### src/rtl/fb_pkg.sv
// Shared constants and types for the sprite line compositor: entity field
// layout, fetch FSM states and the per-slot record held in the line bank.
package fb_pkg;

  localparam int ENTITY_W = 14;
  localparam int ID_LSB   = 10;
  localparam int ID_W     = 4;
  localparam int ORI_LSB  = 8;
  localparam int ORI_W    = 2;
  localparam int LOC_LSB  = 0;
  localparam int LOC_W    = 8;

  localparam logic [3:0] ENTITY_NONE = 4'hF;

  typedef enum logic [1:0] {
    ST_IDLE,
    ST_SCAN,
    ST_DRAIN,
    ST_DONE
  } fetch_state_t;

  typedef struct packed {
    logic       valid;
    logic [3:0] column;
    logic       flip;
    logic [7:0] data;
  } slot_t;

endpackage

### src/rtl/line_slot_bank.sv
// Double-buffered sprite slots: shadow slots fill during blanking, the active
// set is swapped in at end of line and drives the registered pixel colour.
module line_slot_bank
  import fb_pkg::*;
#(
  parameter int SLOTS    = 4,
  parameter int UPSCALE  = 5,
  parameter int TILE_PX  = 8,
  parameter int H_ACTIVE = 640,
  parameter int V_ACTIVE = 480,
  parameter int IDX_W    = (SLOTS > 1) ? $clog2(SLOTS) : 1
) (
  input  logic             clk,
  input  logic             reset,
  input  logic             shadow_clear,
  input  logic             wr_en,
  input  logic [IDX_W-1:0] wr_idx,
  input  slot_t            wr_slot,
  input  logic             swap,
  input  logic [9:0]       counter_H,
  input  logic [9:0]       counter_V,
  output logic             colour
);

  localparam logic [9:0] TILE_LEN  = 10'(UPSCALE * TILE_PX);
  localparam logic [9:0] UPSCALE_V = 10'(UPSCALE);

  slot_t      shadow [SLOTS];
  slot_t      active [SLOTS];
  logic [3:0] pix_col;
  logic [2:0] pix_idx;
  logic       found;
  logic       pix_next;

  assign pix_col = 4'(counter_H / TILE_LEN);
  assign pix_idx = 3'((counter_H % TILE_LEN) / UPSCALE_V);

  // Lowest slot index wins any overlap; no transparency, so a 0 bit is black.
  always_comb begin
    found    = 1'b0;
    pix_next = 1'b1;
    if (counter_H < 10'(H_ACTIVE) && counter_V < 10'(V_ACTIVE)) begin
      for (int i = 0; i < SLOTS; i++) begin
        if (!found && active[i].valid && active[i].column == pix_col) begin
          found    = 1'b1;
          pix_next = active[i].flip ? active[i].data[3'd7 - pix_idx]
                                    : active[i].data[pix_idx];
        end
      end
    end
  end

  always_ff @(posedge clk or negedge reset) begin
    if (!reset) begin
      for (int i = 0; i < SLOTS; i++) begin
        shadow[i] <= '0;
        active[i] <= '0;
      end
      colour <= 1'b1;
    end else begin
      if (shadow_clear) begin
        for (int i = 0; i < SLOTS; i++) begin
          shadow[i] <= '0;
        end
      end else if (wr_en) begin
        shadow[wr_idx] <= wr_slot;
      end
      if (swap) begin
        for (int i = 0; i < SLOTS; i++) begin
          active[i] <= shadow[i];
        end
      end
      colour <= pix_next;
    end
  end

endmodule

### src/rtl/sprite_line_compositor.sv
// Scans the entity bus during horizontal blanking, fetches sprite rows for the
// next line from the sprite ROM and hands them to the slot bank for display.
module sprite_line_compositor
  import fb_pkg::*;
#(
  parameter int NUM_ENTITIES = 9,
  parameter int SLOTS        = 4,
  parameter int UPSCALE      = 5,
  parameter int TILE_PX      = 8,
  parameter int H_ACTIVE     = 640,
  parameter int H_TOTAL      = 800,
  parameter int V_ACTIVE     = 480,
  parameter int V_TOTAL      = 525,
  parameter int TILES_H      = 16
) (
  input  logic                             clk,
  input  logic                             reset,
  input  logic [NUM_ENTITIES*ENTITY_W-1:0] entities,
  input  logic [NUM_ENTITIES-1:0]          flip_mask,
  input  logic [9:0]                       counter_H,
  input  logic [9:0]                       counter_V,
  output logic                             rom_req,
  output logic [3:0]                       rom_sprite_id,
  output logic [1:0]                       rom_orientation,
  output logic [2:0]                       rom_line,
  input  logic [7:0]                       rom_data,
  output logic                             colour,
  output logic                             overflow
);

  localparam int ENT_IDX_W  = (NUM_ENTITIES > 1) ? $clog2(NUM_ENTITIES) : 1;
  localparam int SLOT_IDX_W = (SLOTS > 1) ? $clog2(SLOTS) : 1;
  localparam int CNT_W      = $clog2(SLOTS + 1);
  localparam logic [9:0] TILE_LEN  = 10'(UPSCALE * TILE_PX);
  localparam logic [9:0] UPSCALE_V = 10'(UPSCALE);
  localparam logic [7:0] TILES_H_V = 8'(TILES_H);

  if (NUM_ENTITIES + 3 > H_TOTAL - H_ACTIVE) begin : g_scan_window_check
    $error("sprite_line_compositor: entity scan does not fit in horizontal blanking");
  end

  fetch_state_t             state, state_next;
  logic [ENT_IDX_W-1:0]     scan_idx;
  logic [CNT_W-1:0]         next_slot;
  logic                     pend_valid;
  logic [SLOT_IDX_W-1:0]    pend_slot;
  logic [3:0]               pend_col;
  logic                     pend_flip;
  logic                     shadow_ovf;

  logic [ENTITY_W-1:0]      ent;
  logic [ID_W-1:0]          ent_id;
  logic [LOC_W-1:0]         ent_loc;
  logic [7:0]               ent_row;
  logic [3:0]               ent_col;
  logic [9:0]               tgt_line;
  logic [7:0]               tgt_row;
  logic                     fetch_en, hit, has_free, scan_last, start_scan, swap;
  slot_t                    wr_slot;

  assign ent       = entities[ENTITY_W*int'(scan_idx) +: ENTITY_W];
  assign ent_id    = ent[ID_LSB +: ID_W];
  assign ent_loc   = ent[LOC_LSB +: LOC_W];
  assign ent_row   = ent_loc / TILES_H_V;
  assign ent_col   = 4'(ent_loc % TILES_H_V);

  assign tgt_line  = (counter_V == 10'(V_TOTAL - 1)) ? 10'd0 : counter_V + 10'd1;
  assign tgt_row   = 8'(tgt_line / TILE_LEN);
  assign fetch_en  = tgt_line < 10'(V_ACTIVE);

  assign hit        = fetch_en && (ent_id != ENTITY_NONE) && (ent_row == tgt_row);
  assign has_free   = next_slot < CNT_W'(SLOTS);
  assign scan_last  = scan_idx == ENT_IDX_W'(NUM_ENTITIES - 1);
  assign start_scan = (state == ST_IDLE) && (counter_H == 10'(H_ACTIVE));
  assign swap       = (state == ST_DONE) && (counter_H == 10'(H_TOTAL - 1));

  assign rom_sprite_id   = ent_id;
  assign rom_orientation = ent[ORI_LSB +: ORI_W];
  assign rom_line        = 3'((tgt_line % TILE_LEN) / UPSCALE_V);

  always_ff @(posedge clk or negedge reset) begin
    if (!reset) begin
      state <= ST_IDLE;
    end else begin
      state <= state_next;
    end
  end

  always_comb begin
    state_next = state;
    rom_req    = 1'b0;
    case (state)
      ST_IDLE:  if (start_scan) state_next = ST_SCAN;
      ST_SCAN: begin
        rom_req = hit && has_free;
        if (scan_last) state_next = ST_DRAIN;
      end
      ST_DRAIN: state_next = ST_DONE;
      ST_DONE:  if (swap) state_next = ST_IDLE;
      default:  state_next = ST_IDLE;
    endcase
  end

  // The ROM answers a cycle after the strobe, so slot/column/flip ride along
  // in the pending registers until the data arrives.
  always_ff @(posedge clk or negedge reset) begin
    if (!reset) begin
      scan_idx   <= '0;
      next_slot  <= '0;
      pend_valid <= 1'b0;
      pend_slot  <= '0;
      pend_col   <= '0;
      pend_flip  <= 1'b0;
      shadow_ovf <= 1'b0;
      overflow   <= 1'b0;
    end else begin
      if (start_scan) begin
        scan_idx   <= '0;
        next_slot  <= '0;
        shadow_ovf <= 1'b0;
      end else if (state == ST_SCAN) begin
        if (!scan_last) scan_idx <= scan_idx + ENT_IDX_W'(1);
        if (hit) begin
          if (has_free) next_slot <= next_slot + CNT_W'(1);
          else          shadow_ovf <= 1'b1;
        end
      end
      pend_valid <= rom_req;
      pend_slot  <= SLOT_IDX_W'(next_slot);
      pend_col   <= ent_col;
      pend_flip  <= flip_mask[scan_idx];
      if (swap) overflow <= shadow_ovf;
    end
  end

  assign wr_slot = '{valid: 1'b1, column: pend_col, flip: pend_flip, data: rom_data};

  line_slot_bank #(
    .SLOTS    (SLOTS),
    .UPSCALE  (UPSCALE),
    .TILE_PX  (TILE_PX),
    .H_ACTIVE (H_ACTIVE),
    .V_ACTIVE (V_ACTIVE),
    .IDX_W    (SLOT_IDX_W)
  ) u_bank (
    .clk          (clk),
    .reset        (reset),
    .shadow_clear (start_scan),
    .wr_en        (pend_valid),
    .wr_idx       (pend_slot),
    .wr_slot      (wr_slot),
    .swap         (swap),
    .counter_H    (counter_H),
    .counter_V    (counter_V),
    .colour       (colour)
  );

endmodule

### config.mk
export PLATFORM = sky130hd
export DESIGN_NAME = sprite_line_compositor
export DESIGN_NICKNAME = d
export VERILOG_FILES = /design/src/rtl/fb_pkg.sv /design/src/rtl/line_slot_bank.sv /design/src/rtl/sprite_line_compositor.sv
export SDC_FILE = /design/constraint.sdc
export NUM_CORES = 1
export LEC_CHECK = 0
export ABC_AREA = 1
export CAP_MARGIN = 20
export CELL_PAD_IN_SITES_DETAIL_PLACEMENT = 1
export CELL_PAD_IN_SITES_GLOBAL_PLACEMENT = 2
export CORE_UTILIZATION = 29
export DETAILED_ROUTE_END_ITERATION = 8
export GPL_TIMING_DRIVEN = 0
export PLACE_DENSITY = 0.86
export REMOVE_ABC_BUFFERS = 1
export SYNTH_ARGS = -nofsm -noshare
export SYNTH_HDL_FRONTEND = slang
export SYNTH_SLANG_ARGS = --single-unit
### constraint.sdc
create_clock -name clk -period 6.9 [get_ports clk]
set_clock_uncertainty 0.15 [all_clocks]
set_input_delay 1.035 -clock clk [delete_from_list [all_inputs] [get_ports clk]]
set_output_delay 1.035 -clock clk [all_outputs]
set_load 0.01 [all_outputs]
======== Word level (Yosys, flattened, before mapping) ========
Cells that the tools add are included.
operators by class
  add/sub/neg operators ................... 4
  multiply operators ...................... 1
  div/mod/pow operators ................... 6
  order comparisons ....................... 9
  equal/unequal tests ..................... 18
  shifts and indexed selects .............. 1
  multiplexer cells ....................... 55
  bitwise logic cells ..................... 1
  reduce and logical (&&, ||, !) cells .... 26
operator list
  cell                     number
  $shiftx A126 B9 Y14      1
  $mux W56                 2
  $bwmux W56               1
  $eq A10 B10 Y1 const B   3
  $mux W1                  29
  $demux W14 S2            1
  $bmux W1 S3              8
  $div A10 B3 Y10 const B  2
  $div A10 B6 Y10 const B  2
  $lt A10 B9 Y1 const B    2
  $mod A10 B6 Y10 const B  2
  $eq A4 B4 Y1             4
  $logic_and A1 B1 Y1      14
  $mux W14                 1
  $mux W3                  4
  $mux W4                  3
  $add A10 B1 Y10 const B  1
  $lt A10 B10 Y1 const B   1
  $mux W10                 1
  $reduce_and A3 Y1        3
  $eq A4 B8 Y1             1
  $lt A3 B4 Y1 const B     2
  $pmux W2 S4              1
  $reduce_bool A2 Y1       4
  20 further kinds         28
storage, ports and cells
  bits in registers ....................... 132
  bits of input ports ..................... 165
  output and inout bits ................... 12
  logic and storage cells ................. 163

======== Depth between registers and ports, before layout ========
  depth after elaboration ................. 20
  mapped depth ............................ 43
  depth with buffers taken out ............ 42

======== By module ========
From an unflattened synthesis, not the netlist that was laid out.
unflattened totals
  cell total of the unflattened synthesis .. 1255
  area, all modules ....................... 9016.1 µm²
by module, submodules not included
  module                  instances  cells each  area an instance (µm²)  seq. area each (µm²)
  line_slot_bank          1          748         5950.7                  2829.0
  sprite_line_compositor  1          507         3065.4                  475.5

======== Worst setup path before layout ========
No wires, ideal clock.
  kind .................................... input to output
  from .................................... in counter_V[0]
  to ...................................... out rom_line[0]
  data arrival time ....................... 4.495 ns
  data required time ...................... 5.715 ns
  path slack .............................. 1.220 ns
  cell stages on the path ................. 34
  path buffers ............................ 0
  cell sequence ........................... ha_1 > nand2_1 > nor2_2 > nand2_1 > nor3_2 > xor2_1 > inv_2 > nand2_1 > nand3_2 > nand2_2 > nand2_2 > nand2_1 > inv_1 > o21ai_1 > nand2_4 > xor2_2 > nand2_2 > nand2_2 > nand2_2 > nand2_1 > nand3_2 > nand2_4 > nand2_4 > nand2_2 > nand2_2 > o21ai_1 > nand2_1 > ha_1 > inv_1 > nand3_2 > nand3_2 > nor2_1 > a21oi_1 > nand3_1
on the way
  cells in the longest elaborated chain, start to end .. 4
  elaborated cells between the ends (all ways) .. 5
  classes of those cells .................. add/sub: 1; div: 2; eq/ne: 1; mux: 1
RTL lines
  element                                            RTL line                      text
  start, declared                                    sprite_line_compositor.sv:21  input logic [9:0] counter_V,
  $add A10 B1 Y10 or $eq A10 B10 Y1 (tied branches)  sprite_line_compositor.sv:67  assign tgt_line = (counter_V == 10'(V_TOTAL - 1)) ? 10'd0 : counter_V + 10'd1;
  $mux W10 (*)                                       sprite_line_compositor.sv:67
  $mod A10 B6 Y10 (*)                                sprite_line_compositor.sv:79  assign rom_line = 3'((tgt_line % TILE_LEN) / UPSCALE_V);
  $div A10 B3 Y10 (*)                                sprite_line_compositor.sv:79
  end, declared                                      sprite_line_compositor.sv:25  output logic [2:0] rom_line,
Mark *: on every way between the ends. The rest lies on a longest branch, timed or not.

======== Worst setup path in the final report ========
  from .................................... in counter_V[3]
  to ...................................... out rom_line[0]
Same word-level chain as after synthesis.

==> results.md <==
* Htree depth at 4
* Worst stage delay on the critical path at 0.48 ns
* Critical path class: in2out
* Drt first pass iters at 4
* EDFF count, synth at 0
* Syn_area_per_cell at 7.23 um2
* Clock net sink count at 132
* Vias at 8845
* Maxcap violations at 0
* Critical path endpoint category: output port
* Maximum VDD drop at 142 uV
* Starting Density at 29.5%
* Routed len/inst at 16.7 um
* IO buf count at 176
* Drt total wl at 29.5 mm
* Pre-CTS WS at -0.492 ns
* Clock latency on the worst-skew pair at 0.43 ns
* Most frequent cell on the critical path: nand2_2
* Pwr/cell area at 321 mW/mm2
* Hold Path Class: reg2reg
* Mux cell area share after synthesis at 0%
* Cells after Synth at 1214
* Post-route ant nets at 0
* Final setup viols at 0
* Post-DP HPWL at 21.2 mm
* Final Max Tran Viols at 0
* Number of fill cells at 3606
* CTS Buf Count at 17
* First-pass GRT wire length at 46.8 mm
* Main synth FF type: dfrtp_1
* Global Route Usage Sum at 19.2%
* Bufs on Longest Clock Path at 2
* Async SR Flop Fraction at 100%
* Crit path launch type: primary input
* Die Span X at 176 um
* Peak Freq at 0.153 GHz
* Max-slew headroom at 27.6%
* Final hold vios at 0
* Seq/Total Area, Yosys at 37.6%
* Synth Register Bits at 132
* Nets at 1539
* Slowest CP cell: clkdlybuf4s50_1
* Gr ovfl total at 0
* Leak Pwr at 0.00524 uW
* Largest fanout on the critical path at 4
* CP required at 5.71 ns
* Detail-routed via count per cell at 5.02
* Synth top area share at 37.3%
* Cell variety after synth at 48
* Die Ht at 176 um
* Layout cells sized above 1 at 10.9%
* # DRC at 0
* Combinational family with the most area after synthesis: simple AND/OR/NAND/NOR gates
* Worst-Margin Slew at 1.09 ns
* IO Count at 177
* Clock slew at reported path FFs at 0.06 ns
* Tcrit/Tclk final at 94.9%
* Synth Area in Adders at 2.00%
* Simple-Gate Fraction of Synth Area at 28.7%
* Ranking of synthesized cells by area: dfrtp_1 37%, nand2_1 9.6%, inv_1 7.5%, o21ai_0 7.4%, nand3_1 4.9%
* Die area at 0.0310 mm2
* Vias in the first global route at 9205
* Min cycle time layout at 6.55 ns
* Initial antenna violation count at 0
* Compound-Gate Fraction of Synth Area at 18.4%
* Final hold slack at 0.257 ns
* Clock root cell: clkbuf_16
* Outcome: finished clean
* Core area at 0.0297 mm2
* Gpl congestion at 0.842
* Synth warn at 0
* CTS tree: done
* Area growth, synth to finish at 32.6%
* Cell area after synthesis at 0.00878 mm2
* Rows at 63
* Post-Synth XOR/XNOR Area at 1.68%
* Largest net degree at the start of global routing at 97
* Final setup margin at 0.353 ns
* Crit path DAT at 5.36 ns
* Ant diodes at 0
* Area leader, netlist: dfrtp_1
* 1st-iter DRT viols at 443
per-stage QoR:
step / TNS [ns] / power [uW] / util [%] / cell area [um2] / std cells
2_1_floorplan: 0 / 2040 / - / 8470 / 1149
3_3_place_gp: -94.04 / 2670 / 36.1 / 10700 / 1715
3_5_place_dp: -1.09 / 2710 / 36.4 / 10800 / 1719
4_1_cts: -0.120 / 3680 / 38.6 / 11500 / 1752
5_1_grt: -0.0568 / 3990 / 39.2 / 11600 / 1763
6_report: 0 / 3730 / 39.2 / 11600 / 1763
kinds of logic after synthesis:
| group | count (synthesis) |
|---|---|
| AOI/OAI and AO/OA | 272 |
| xor gates and xnor gates | 16 |
| adders and majority gates | 14 |
| buffers and inverters | 252 |
| DFF | 132 |
| and+or+nand+nor | 528 |
Yosys cell counts, drive strengths merged, types with 2 or more instances:
cell type	count
nand2	268
inv	184
o21ai	147
dfrtp	131
nor2	107
nand3	104
o22ai	57
clkbuf	45
nand4	30
o221ai	25
buf	20
a21oi	19
ha	14
xor2	13
nor3	10
o211ai	8
a32o	6
a32oi	4
clkinv	3
nor4	3
xnor2	3
or2	2
sequential cells by signal, indices dropped and copies added (netlist names):
register / flops
pend_valid: 1
pend_flip: 1
scan_idx: 4
shadow_ovf: 1
u_bank.active: 56
pend_col: 4
next_slot: 3
state: 2
u_bank.shadow: 56
overflow: 1
pend_slot: 2
u_bank.colour: 1
routing by layer:
| metal | up-vias | part of all wire [%] | track usage, % |
|---|---|---|---|
| met4 | 0 | 1.8 | 5.33 |
| met5 | - | 0 | 0 |
| li1 | 4324 | - | - |
| met1 | 4292 | 43 | 23.2 |
| met2 | 205 | 50 | 33.6 |
| met3 | 24 | 5.1 | 4.63 |
cell usage in the layout, fill, tap and decap left out, types with 4 or more instances in the layout:
cell type and n:
xor2_1 11, o22ai_1 57, o21ai_1 16, nor2_1 98, inv_1 175, nand3_4 5, nand3_2 17, a21oi_1 19
nand2_1 219, a32oi_1 4, dfrtp_1 130, clkdlybuf4s50_1 170, o21ai_0 128, nor2_4 5, o211ai_1 8, nand2_2 33
clkbuf_16 17, nor2_2 6, inv_2 10, buf_4 10, nor3_1 9, o221ai_1 25, clkinv_4 4, nand3_1 83
ha_1 13, nand2_4 16, nand4_1 30, a32o_1 6
final timing paths:
check / from / slack, ns / cells after the start / to
min in group asynchronous: reset / 0.34 / 1 / u_bank.shadow[45]
max in group asynchronous: reset / 5.45 / 2 / scan_idx[0]
hold / removal: next_slot[1] / 0.26 / 0 / pend_slot[1]
hold reg to reg: next_slot[1] / 0.26 / 0 / pend_slot[1]
setup reg to reg: scan_idx[1] / 2.37 / 12 / next_slot[1]
setup / recovery: counter_V[3] / 0.35 / 41 / rom_line[0]
area by class of cell:
cell class / count / area, um2 / area share [%]
Sequential cell: 132 / 3310 / 28.4
Multi-Input combinational cell: 833 / 4620 / 39.7
Clock buffer: 18 / 429 / 3.69
Timing Repair Buffer: 189 / 1910 / 16.4
Tap cell: 390 / 488 / 4.19
Inverter: 187 / 703 / 6.04
Clock inverter: 14 / 179 / 1.54
where the power goes:
part           internal, uW  switching [uW]
combinational           666            1250
clock                   572             366
sequential              809            68.5
critical path, delay by kind of cell:
kind,cells,cell delay (ns)
AO/OA/AOI/OAI,3,0.38
XOR/XNOR,1,0.18
adder cells (fa/ha/maj),1,0.19
buffers and inverters,6,0.87
AND/OR/NAND/NOR,30,2.67
repair_timing:
item                       in CTS  in global routing
hold buffers                    0                  0
setup endpoints to repair       3                  5
buffers inserted                1                  8
resized for setup               9                 26
gates cloned                    0                  3
pin swaps                       3                 14
Note: power is estimated with default switching activity, not from simulation.
==> RTL edit (config.mk and constraints unchanged) <==
Register the inputs `entities`, `flip_mask`, `counter_H`, `counter_V` and `rom_data` before use. The logic sees them one clock later.
--- a/src/rtl/sprite_line_compositor.sv
+++ b/src/rtl/sprite_line_compositor.sv
@@ -35,6 +35,20 @@
   localparam logic [9:0] UPSCALE_V = 10'(UPSCALE);
   localparam logic [7:0] TILES_H_V = 8'(TILES_H);
 
+  logic [NUM_ENTITIES*ENTITY_W-1:0] entities_q;
+  logic [NUM_ENTITIES-1:0] flip_mask_q;
+  logic [9:0] counter_H_q;
+  logic [9:0] counter_V_q;
+  logic [7:0] rom_data_q;
+
+  always_ff @(posedge clk) begin
+    entities_q  <= entities;
+    flip_mask_q <= flip_mask;
+    counter_H_q <= counter_H;
+    counter_V_q <= counter_V;
+    rom_data_q  <= rom_data;
+  end
+
   if (NUM_ENTITIES + 3 > H_TOTAL - H_ACTIVE) begin : g_scan_window_check
     $error("sprite_line_compositor: entity scan does not fit in horizontal blanking");
   end
@@ -58,21 +72,21 @@
   logic                     fetch_en, hit, has_free, scan_last, start_scan, swap;
   slot_t                    wr_slot;
 
-  assign ent       = entities[ENTITY_W*int'(scan_idx) +: ENTITY_W];
+  assign ent       = entities_q[ENTITY_W*int'(scan_idx) +: ENTITY_W];
   assign ent_id    = ent[ID_LSB +: ID_W];
   assign ent_loc   = ent[LOC_LSB +: LOC_W];
   assign ent_row   = ent_loc / TILES_H_V;
   assign ent_col   = 4'(ent_loc % TILES_H_V);
 
-  assign tgt_line  = (counter_V == 10'(V_TOTAL - 1)) ? 10'd0 : counter_V + 10'd1;
+  assign tgt_line  = (counter_V_q == 10'(V_TOTAL - 1)) ? 10'd0 : counter_V_q + 10'd1;
   assign tgt_row   = 8'(tgt_line / TILE_LEN);
   assign fetch_en  = tgt_line < 10'(V_ACTIVE);
 
   assign hit        = fetch_en && (ent_id != ENTITY_NONE) && (ent_row == tgt_row);
   assign has_free   = next_slot < CNT_W'(SLOTS);
   assign scan_last  = scan_idx == ENT_IDX_W'(NUM_ENTITIES - 1);
-  assign start_scan = (state == ST_IDLE) && (counter_H == 10'(H_ACTIVE));
-  assign swap       = (state == ST_DONE) && (counter_H == 10'(H_TOTAL - 1));
+  assign start_scan = (state == ST_IDLE) && (counter_H_q == 10'(H_ACTIVE));
+  assign swap       = (state == ST_DONE) && (counter_H_q == 10'(H_TOTAL - 1));
 
   assign rom_sprite_id   = ent_id;
   assign rom_orientation = ent[ORI_LSB +: ORI_W];
@@ -128,12 +142,12 @@
       pend_valid <= rom_req;
       pend_slot  <= SLOT_IDX_W'(next_slot);
       pend_col   <= ent_col;
-      pend_flip  <= flip_mask[scan_idx];
+      pend_flip  <= flip_mask_q[scan_idx];
       if (swap) overflow <= shadow_ovf;
     end
   end
 
-  assign wr_slot = '{valid: 1'b1, column: pend_col, flip: pend_flip, data: rom_data};
+  assign wr_slot = '{valid: 1'b1, column: pend_col, flip: pend_flip, data: rom_data_q};
 
   line_slot_bank #(
     .SLOTS    (SLOTS),
@@ -150,8 +164,8 @@
     .wr_idx       (pend_slot),
     .wr_slot      (wr_slot),
     .swap         (swap),
-    .counter_H    (counter_H),
-    .counter_V    (counter_V),
+    .counter_H    (counter_H_q),
+    .counter_V    (counter_V_q),
     .colour       (colour)
   );
 
Formal check against the unedited RTL: not equivalent (a bounded check fails within 4 cycles, from zero or initial values and one cycle with reset low).
==> RTL edit against the original RTL <==
Wire length is 15% higher. First-iteration DRC count is 4.7% lower. Global-route usage shrank 2.6 points. Clock power grew 98%. Count of clock-buffer cells in the layout up 28. Worst setup slack gained 0.29 ns. Area after synthesis grew 36%. Combinational power is 2% lower. Via count is 12% higher. Design area increased by 32%. Sequential cell count increased by 163. Maximum frequency rose by 4.6%. Power increased by 53%.
==> RTL edit: results <==
export IMPL_hp_class="reg -> reg"
export IMPL_dp_hpwl_mm=24.0
export IMPL_outcome="completed"
export IMPL_finalHoldViolCount=0
export IMPL_crit_arrival_ns=5.07
export IMPL_max_clock_path_buffers=3
export IMPL_synth_area_top_cells="dfrtp_1 27%, dfxtp_1 27%, nand2_1 7.3%"
export IMPL_top_regs="entities_q: 126 flops, u_bank.active: 56 flops, u_bank.shadow: 56 flops"
export IMPL_worst_skew_pair_late_latency_ns=0.52
export IMPL_synth_cell_types=47
export IMPL_yosysSeqAreaShare_pct=55.0
export IMPL_irDropWorstVdd_mv=0.226
export IMPL_tightest_slew_ns=1.15
export IMPL_ctsResizeCount=0
export IMPL_routed_wl_mm=33.9
export IMPL_grt_pass1_vias=10500
export IMPL_place_congestion=0.861
export IMPL_synthArstFlopShare_pct=44.7
export IMPL_cellLeakagePower_uw=0.00678
export IMPL_numCtsBuffers=35
export IMPL_synth_ff_type="dfxtp_1"
export IMPL_grt_max_degree=90
export IMPL_dr_total_vias=9905
export IMPL_cts_root_buffer_cell="clkbuf_16"
export IMPL_clk_pin_slew_ns=0.05
export IMPL_synth_warnings=0
export IMPL_final_net_count=1708
export IMPL_critPathMaxStageDelay_ns=0.62
export IMPL_drt_iter0_drc=422
export IMPL_post_cts_buffers=0
export IMPL_drive_above_1_share_pct=8.63
export IMPL_gr_usage_all_layers_pct=16.5
export IMPL_cts_max_level=2
export IMPL_grt_pass1_wl_mm=55.1
export IMPL_crit_fanout=5
export IMPL_grt_antenna_before_repair=0
export IMPL_synthTopCellsByCount="232 x nand2_1, 172 x inv_1, 163 x dfxtp_1"
==> RTL edit: cell types whose count changed after synthesis, sizes merged, moves of 5 or more <==
cell   before  now
dfxtp       0  163
inv       184  178
nand3     104  134
nand4      30   11
nor2      107  101
nor3       10    5
o21ai     147  154
xor2       13    8
==> RTL edit: through the flow <==
stage / cell area (sq um) / instances / setup TNS [ns] / setup slack, ns
finish: 15400 / 2077 / 0 / 0.641
global route: 15400 / 2077 / 0 / 0.00381
CTS: 15400 / 2077 / 0 / 0.0658
detailed placement: 14200 / 2017 / 0 / 0.663
global placement: 14100 / 2012 / -93.60 / -1.36
floorplan: 11600 / 1311 / 0 / 1.76
==> RTL edit: layer usage <==
| metal | track usage (%) | vias up | part of all wire [%] |
|---|---|---|---|
| met3 | 4.61 | 62 | 6.0 |
| met1 | 20.1 | 4786 | 44 |
| met2 | 27.9 | 201 | 47 |
| met4 | 5.69 | 0 | 2.9 |
| li1 | - | 4856 | - |
| met5 | 0 | - | 0 |
==> RTL edit: final cells by class <==
cell class	count	area, sq um
multi-input combinational	835	4420
inverter	181	681
sequential	295	6570
clock inverter	14	184
timing repair buffer	181	1900
fill	4689	24800
clock buffer	46	977
tap	525	657
==> RTL edit: worst paths after layout <==
| check | from | to | slack (ns) | cells after the start |
|---|---|---|---|---|
| min in group asynchronous | reset | u_bank.shadow[34]$_DFFE_PN0P_ | 0.28 | 1 |
| worst min register to register | next_slot[1]$_DFFE_PN0P_ | pend_slot[1]$_DFF_PN0_ | 0.25 | 0 |
| max in group asynchronous | reset | scan_idx[0]$_DFFE_PN0P_ | 5.51 | 2 |
| worst min-delay path | next_slot[1]$_DFFE_PN0P_ | pend_slot[1]$_DFF_PN0_ | 0.25 | 0 |
| worst max-delay path | counter_V_q[2]$_DFF_P_ | rom_req | 0.64 | 35 |
| worst max register to register | counter_H_q[9]$_DFF_P_ | u_bank.colour$_DFF_PN1_ | 1.22 | 38 |
==> RTL edit: kinds of logic (layout without fill, tap and decap cells) <==
| family | after synthesis | in the layout | share of synthesized area [%] |
|---|---|---|---|
| AOI/OAI and AO/OA | 279 | 279 | 14.1 |
| and+or+nand+nor | 532 | 532 | 20.5 |
| buffers and inverters | 245 | 422 | 8.25 |
| xor gates and xnor gates | 10 | 10 | 0.733 |
| adders and majority gates | 14 | 14 | 1.47 |
| DFF | 295 | 295 | 55.0 |
==> RTL edit: power by group <==
group	switching, uW	internal (uW)	total, uW
clock	714	1150	1860
combinational	1190	687	1880
sequential	118	1870	1990
total	2020	3710	5730
